**config.mk**
```make
export PLATFORM = sky130hd
export DESIGN_NAME = misr_core
export DESIGN_NICKNAME = d
export VERILOG_FILES = /design/src/rtl/misr_pkg.sv /design/src/rtl/misr_core.sv
export SDC_FILE = /design/constraint.sdc
export NUM_CORES = 1
export LEC_CHECK = 0
export ABC_AREA = 1
export CAP_MARGIN = 20
export CORE_MARGIN = 5
export CORE_UTILIZATION = 39
export CTS_BUF_LIST = sky130_fd_sc_hd__clkbuf_4 sky130_fd_sc_hd__clkbuf_8 sky130_fd_sc_hd__clkbuf_16
export DETAILED_ROUTE_END_ITERATION = 8
export GPL_ROUTABILITY_DRIVEN = 0
export PLACE_DENSITY = 0.81
export SYNTH_ARGS = -nofsm -noshare
export SYNTH_HDL_FRONTEND = slang
export SYNTH_SLANG_ARGS = --single-unit
```
**constraint.sdc**
```tcl
create_clock -name clk -period 1.6 [get_ports clk]
set_clock_uncertainty 0.2 [all_clocks]
set_input_delay 0.48 -clock clk [delete_from_list [all_inputs] [get_ports clk]]
set_output_delay 0.48 -clock clk [all_outputs]
set_load 0.05 [all_outputs]
```
**src/rtl/misr_pkg.sv**
```systemverilog
// misr_pkg: shared types, constants and next-state function
// for the 26-bit response MISR checker.
package misr_pkg;

  typedef enum logic [1:0] {
    ST_IDLE,
    ST_RUN,
    ST_DONE
  } misr_state_t;

  localparam int MISR_W = 26;
  localparam logic [MISR_W-1:0] MISR_POLY = 26'h0000047;
  localparam logic [MISR_W-1:0] MISR_SEED = 26'h0000000;

  // Galois step: shift left, fold the MSB back through
  // the taps, then mix in the response word.
  function automatic logic [MISR_W-1:0] misr_next(
    input logic [MISR_W-1:0] sig,
    input logic [MISR_W-1:0] data,
    input logic [MISR_W-1:0] poly
  );
    return {sig[MISR_W-2:0], 1'b0}
         ^ (sig[MISR_W-1] ? poly : '0)
         ^ data;
  endfunction

endpackage

```
**src/rtl/misr_core.sv**
```systemverilog
// misr_core: WIDTH-bit Galois MISR register.
// Ports: clk, rst_n, load (SEED), shift_en, data, sig, sig_next.
module misr_core
  import misr_pkg::*;
#(
  parameter int              WIDTH = MISR_W,
  parameter logic [WIDTH-1:0] POLY = MISR_POLY,
  parameter logic [WIDTH-1:0] SEED = MISR_SEED
) (
  input  logic             clk,
  input  logic             rst_n,
  input  logic             load,
  input  logic             shift_en,
  input  logic [WIDTH-1:0] data,
  output logic [WIDTH-1:0] sig,
  output logic [WIDTH-1:0] sig_next
);

  if (WIDTH == MISR_W) begin : g_pkg
    assign sig_next = misr_next(sig, data, POLY);
  end else begin : g_gen
    assign sig_next = {sig[WIDTH-2:0], 1'b0}
                    ^ (sig[WIDTH-1] ? POLY : '0)
                    ^ data;
  end

  always_ff @(posedge clk or negedge rst_n) begin
    if (!rst_n) begin
      sig <= '0;
    end else if (load) begin
      sig <= SEED;
    end else if (shift_en) begin
      sig <= sig_next;
    end
  end

endmodule

```
==> results.yml, run 1 <==
yosys:
  yosys-top-cells-count: "inv_1 (29), dfrtp_1 (26), xnor2_1 (23), nand2_1 (21)"
  synthTopCellsByArea: "dfrtp_1 (44%), xnor2_1 (14%), o21ai_2 (10%)"
  synth_top_area_share_pct: 43.81
  syn_area_per_cell_sq_um: 9.341
  ys_seq_area_share_pct: 43.81
  async_flop_share_pct: 100.0
  synth.largest_area_cell: "dfrtp_1"
  ys_warn_count: 0
  yosysMostFrequentCell: "inv_1"
  syn-num-nets: 189
  ys_ff_latch: 26
  ys.flop_type: "dfrtp_1"
  synthCells: 159
  synth_edf_count: 0
  syn_area_sq_mm: 0.001485
  ys_types: 15
clock_tree:
  postCtsSetupRepairBufs: 46
  hold_buffers: 0
  cts_root_buf: "clkbuf_8"
  cts.htree.levels: 1
  clk_path_buf_depth: 2
  numCtsBuffers: 3
  clock_sinks: 26
  cts_resized: 80
status:
  failed_stage: "clock tree synthesis (4_1_cts)"
  status: "aborted with a tool error"
  error: "[ERROR DPL-0038] Utilization greater than 100%, impossible to legalize"
floorplanning:
  ios: 82
  die_w_um: 71.71
  chipHeight_um: 71.71
  initial_core_util_pct: 40.26
  num_rows: 22
placed_design:
  hpwl_um: 4199
  dp_slack_ns: -0.6281
  port_buffers: 81
## metrics by stage
stage / cell area, sq um / hold WS (ns) / cells
after detailed placement: 3332 / 0.3563 / 323
after global placement: 3332 / 0.3497 / 323
after floorplan: 1668 / -0.01559 / 159
## kinds of logic after synthesis
family / after synthesis / share of synthesized area, %
simple gates: 49 / 17.27
buf+inv: 38 / 11.79
flops: 26 / 43.81
compound gates: 23 / 13.56
xor+xnor: 23 / 13.56
==> run 2: changes to the inputs <==
--- a/config.mk
+++ b/config.mk
@@ -8,11 +8,10 @@
 export ABC_AREA = 1
 export CAP_MARGIN = 20
 export CORE_MARGIN = 5
-export CORE_UTILIZATION = 39
-export CTS_BUF_LIST = sky130_fd_sc_hd__clkbuf_4 sky130_fd_sc_hd__clkbuf_8 sky130_fd_sc_hd__clkbuf_16
+export CORE_UTILIZATION = 25
 export DETAILED_ROUTE_END_ITERATION = 8
 export GPL_ROUTABILITY_DRIVEN = 0
-export PLACE_DENSITY = 0.81
+export PLACE_DENSITY_LB_ADDON = 0.15
 export SYNTH_ARGS = -nofsm -noshare
 export SYNTH_HDL_FRONTEND = slang
 export SYNTH_SLANG_ARGS = --single-unit
==> results.yml, run 2 <==
setup_path:
  rrSetupSlack_ns: 0.15
  critical_path.endpoint: "sig_next[6]"
  r2r_cells: 9
  cp-end-kind: "primary output"
  cp_max_fo: 5
  reg2reg_to: "sig[2]"
  cp-start-kind: "register"
  cp.required_ns: 0.92
  worstSetupPathType: "reg2out"
  arrival_ns: 1.29
  reg2reg_from: "sig[1]"
  cp-startpoint: "sig[25]"
sta:
  timing.setup.tns_ns: -7.080
  hold_ws_ns: 0.3519
  slew_viol_final: 0
  fin_crit_sh_pct: 123.2
  period_minus_slack_ns: 1.971
  max-slew-margin-rel_pct: 82.77
  rsz0062_at_grt: "true"
  setup_ws_ns: -0.3707
  final-setup-viol-count: 52
  finalHoldViolations: 0
  tightest_slew_ns: 0.2582
  clock.fmax_ghz: 0.5074
final_layout:
  final_cell_area_sq_mm: 0.004104
  largest_register: "sig"
  layout_common_cells: "buf_4 (74), buf_12 (55), inv_2 (28)"
  antenna_cells: 0
  final_common_cell: "buf_4"
  fillers: 410
  nets: 373
  fin_util_pct: 70.15
  largest_register_ffs: 26
  top_regs: "sig x26"
  syn2layout_area_growth_pct: 176.3
  drive_gt1_share_pct: 85.67
yosys:
  ys_seq_area_share_pct: 43.81
  ys_ff_latch: 26
  syn-num-nets: 189
  ys.flop_type: "dfrtp_1"
  ys_warn_count: 0
  ys_types: 15
  syn_area_sq_mm: 0.001485
  yosysMostFrequentCell: "inv_1"
  yosys-top-cells-count: "inv_1 (29), dfrtp_1 (26), xnor2_1 (23), nand2_1 (21)"
  synth.largest_area_cell: "dfrtp_1"
  synth_top_area_share_pct: 43.81
  synthTopCellsByArea: "dfrtp_1 (44%), xnor2_1 (14%), o21ai_2 (10%)"
  async_flop_share_pct: 100.0
  syn_area_per_cell_sq_um: 9.341
  synthCells: 159
  synth_edf_count: 0
route:
  ant_nets: 0
  post-route-drc-count: 0
  wl_per_cell_um: 12.82
  num_vias: 1688
  vias_per_cell: 4.048
  drtIter0Drc: 26
  firstDrtPassIters: 4
  wl_um: 5344
clock_tree:
  cts.htree.levels: 1
  insertion_delay_ns: 0.27
  cts_root_buf: "clkbuf_8"
  hold_buffers: 0
  clock_sinks: 26
  clk_pin_slew_ns: 0.10
  tritoncts: "built"
  numCtsBuffers: 3
  clk_path_buf_depth: 2
placed_design:
  hpwl_um: 3421
  post_dp_cell_area_sq_mm: 0.003408
  port_buffers: 81
global_routing:
  grt_overflow: 0
  antenna_found_initial: 0
  grt_pass1_vias: 1691
  grt_pass1_wl_um: 8245
  grt_max_degree: 27
  track_usage_pct: 13.92
power:
  p_leak_uw: 0.001969
  power.density_mw_per_mm2: 839.3
  power_uw: 3444
  vdd_drop_max_v: 0.0004267
floorplanning:
  initial_core_util_pct: 25.38
  ios: 82
  die_w_um: 87.08
  dieArea_sq_mm: 0.007582
  chipHeight_um: 87.08
  num_rows: 28
  coreArea_sq_mm: 0.005851
status:
  status: "complete, but fails checks"
  violations: "setup timing"
flow_run:
  max_cap_violations: 0
hold_path:
  worst_hold_path_type: "in2async"
==> run 2: cell counts after synthesis <==
No cell type changed its count.
==> run 2: cell type report <==
class / instances / area (sq um) / area share [%]
clock buffers: 3 / 41.29 / 1.006
clock inverters: 1 / 30.03 / 0.7317
flip-flops and latches: 26 / 683.2 / 16.65
inverters: 34 / 135.1 / 3.293
repair buffers: 183 / 2216 / 53.99
multi-input cells: 95 / 904.6 / 22.04
well taps: 75 / 93.84 / 2.287
==> run 2: how the worst min path moves through the flow <==
stage | start | endpoint | depth (start not counted)
2_1_floorplan | rst_n | sig[0] | 0
3_3_place_gp | sig[3] | sig[3] | 2
3_5_place_dp | sig[17] | sig[17] | 2
4_1_cts | rst_n | sig[16] | 2
5_1_grt | rst_n | sig[16] | 2
6_report | rst_n | sig[16] | 2
==> run 2: cell families (layout without fill, tap and decap cells) <==
logic type / after synthesis / in the layout / share of synthesized area [%]
AND/OR/NAND/NOR: 49 / 49 / 17.27
buffers and inverters: 38 / 221 / 11.79
flip-flops: 26 / 26 / 43.81
AO/OA/AOI/OAI: 23 / 23 / 13.56
XOR/XNOR: 23 / 23 / 13.56
==> run 2: repair_timing <==
action                                  CTS  global route
pin swaps                                25            26
buffers inserted                         39            26
endpoints found under the setup margin   36            58
resized for setup                        66            38
==> run 2: routing by layer <==
layer | part of all wire (%) | up-vias | global-route usage [%] | wire length [um]
met5 | 0 | - | 0 | 0
met4 | 0.86 | 0 | 3.399 | 46
met3 | 8.6 | 6 | 4.730 | 462
met2 | 50 | 52 | 22.50 | 2679
met1 | 40 | 782 | 17.84 | 2155
li1 | - | 848 | - | -
==> run 2: worst max-delay path, cell delays in order (launching register included) <==
cell and delay [ns]:
dfrtp_2 0.46, inv_4 0.10, nand2_4 0.06, nand2_2 0.06, nand2_2 0.06, and2_4 0.14
buf_12 0.14
==> run 2: report_power, final <==
group	total, uW	internal [uW]	switching (uW)
clock network	557	335	223
logic	2100	1120	974
registers	792	720	71.4
==> run 2: metrics by stage <==
stage	worst slack, ns	cells
global route	-0.4392	417
detailed placement	-0.5660	354
floorplan	-0.1281	159
finish	-0.3707	417
global placement	-0.5491	354
CTS	-0.3562	397
Note: power is estimated with default switching activity, not from simulation.
==> run 3: changes to the inputs <==
==> constraint.sdc (replaced) <==
create_clock -name clk -period 1.6 [get_ports clk]
set_clock_uncertainty 0.2 [all_clocks]
set_input_delay 0.24 -clock clk [delete_from_list [all_inputs] [get_ports clk]]
set_output_delay 0.24 -clock clk [all_outputs]
set_load 0.05 [all_outputs]
==> results.yml, run 3 (synthesis gave the netlist of run 2 again) <==
floorplanning:
  initial_core_util_pct: 25.38
  coreArea_sq_mm: 0.005851
  chipHeight_um: 87.08
  ios: 82
  die_w_um: 87.08
  dieArea_sq_mm: 0.007582
  num_rows: 28
placed_design:
  placed_cells: 343
  port_buffers: 81
  hpwl_um: 3286
power:
  power.density_mw_per_mm2: 864.3
  vdd_drop_max_v: 0.0004198
  p_leak_uw: 0.001831
  power_uw: 3229
final_layout:
  final_common_cell: "buf_4"
  nets: 346
  drive_gt1_share_pct: 77.78
  largest_register_ffs: 26
  top_regs: "sig x26"
  final_cells: 390
  largest_register: "sig"
  layout_common_cells: "buf_4 (74), buf_12 (51), clkdlybuf4s50_1 (23), dfrtp_2 (23), xnor2_2 (22)"
  syn2layout_area_growth_pct: 151.6
  antenna_cells: 0
setup_path:
  cp.required_ns: 1.16
  crit_top_cell: "nand2_1"
  worstSetupPathType: "reg2out"
  slowest_stage: "dfrtp_2"
  reg2reg_from: "sig[25]"
  cp-start-kind: "register"
  cp-end-kind: "primary output"
  r2r_cells: 5
  arrival_ns: 1.24
  cp_cell_sequence: "inv_2 -> nand2_2 -> nand2_1 -> nand2_1 -> and2_4 -> buf_12"
  cp_max_fo: 4
  max_stage_delay_ns: 0.44
  rrSetupSlack_ns: 0.30
  reg2reg_to: "sig[0]"
status:
  violations: "setup timing"
  status: "complete, but fails checks"
route:
  firstDrtPassIters: 3
  post-route-drc-count: 0
  ant_nets: 0
  wl_um: 4798
  wl_per_cell_um: 12.30
  num_vias: 1572
  vias_per_cell: 4.031
  drtIter0Drc: 21
sta:
  period_minus_slack_ns: 1.685
  finalHoldViolations: 0
  slew_viol_final: 0
  rsz0062_at_grt: "true"
  final-setup-viol-count: 4
  max-slew-margin-rel_pct: 75.90
  tightest_slew_ns: 0.3614
  setup_ws_ns: -0.08464
  clock.fmax_ghz: 0.5936
  timing.setup.tns_ns: -0.2619
  fin_crit_sh_pct: 105.3
global_routing:
  grt_pass1_vias: 1516
  track_usage_pct: 12.24
  grt_max_degree: 27
  antenna_found_initial: 0
  grt_pass1_wl_um: 7383
  grt_overflow: 0
clock_tree:
  clk_pin_slew_ns: 0.10
  cts_root_buf: "clkbuf_8"
  numCtsBuffers: 3
  clk_path_buf_depth: 2
  clock_sinks: 26
  insertion_delay_ns: 0.27
  cts.htree.levels: 1
  tritoncts: "built"
hold_path:
  worst_hold_path_type: "in2async"
flow_run:
  max_cap_violations: 0
## run 3: cell count changes in the layout (fill, tap and decap cells not counted), sizes merged
cell | before | now
buf | 154 | 127
clkdlybuf4s15 | 22 | 0
clkdlybuf4s50 | 3 | 23
dlymetal6s2s | 0 | 5
clkbuf | 5 | 3
dlygate4sd2 | 2 | 1
## run 3: worst max-delay path by stage
| stage | cells after the start | slack, ns | from | endpoint |
|---|---|---|---|---|
| global route | 6 | -0.16 | sig[25] | sig_next[6] |
| global placement | 6 | -0.12 | data[6] | sig_next[6] |
| finish | 6 | -0.08 | sig[25] | sig_next[6] |
| detailed placement | 6 | -0.13 | data[2] | sig_next[2] |
| floorplan | 3 | 0.005 | sig[5] | sig_next[6] |
| CTS | 6 | -0.10 | sig[25] | sig_next[6] |
## run 3: timing repair
action                                  4_1_cts  5_1_grt
pin swaps                                     2       13
setup buffers                                14       29
hold buffers                                  0        0
endpoints found under the setup margin       26       26
resized for setup                            47       29
hold endpoints to repair                      0        0
## run 3: layout make-up
cell class | count | area [sq um]
Clock inverter | 1 | 30.03
Multi-Input combinational cell | 95 | 860.8
Tap cell | 75 | 93.84
Timing Repair Buffer | 156 | 1901
Fill cell | 451 | 2115
Inverter | 34 | 130.1
Clock buffer | 3 | 41.29
Sequential cell | 26 | 679.4
## run 3: through the flow
| step | setup slack, ns | utilization, % | hold slack (ns) | area (sq um) |
|---|---|---|---|---|
| floorplan | 0.004891 | - | -0.2556 | 1493 |
| CTS | -0.1008 | 59.13 | 0.1226 | 3460 |
| global placement | -0.1152 | 52.99 | 0.3402 | 3100 |
| finish | -0.08464 | 63.86 | 0.1205 | 3736 |
| detailed placement | -0.1310 | 52.99 | 0.3468 | 3100 |
| global route | -0.1615 | 63.86 | 0.1254 | 3736 |
## run 3: per-layer routing
layer  vias up  track usage (%)  wire length [um]
li1        794                -                 -
met1       723            15.62              1968
met2        53            20.15              2456
met3         2            4.068               363
met4         0            2.550                10
met5         -                0                 0
## run 3: worst max-delay path, delay by kind of cell (launching register included)
kind | cells | cell delay (ns)
buf+inv | 2 | 0.23
simple gates | 4 | 0.31
flops | 1 | 0.44
## run 3: power by group
group	total [uW]	switching [uW]	leakage [uW]	internal [uW]
Combinational	1900	920	0.00148	979
Clock	544	209	0.0000357	335
Sequential	786	67.0	0.000312	719
Total	3230	1200	0.00183	2030
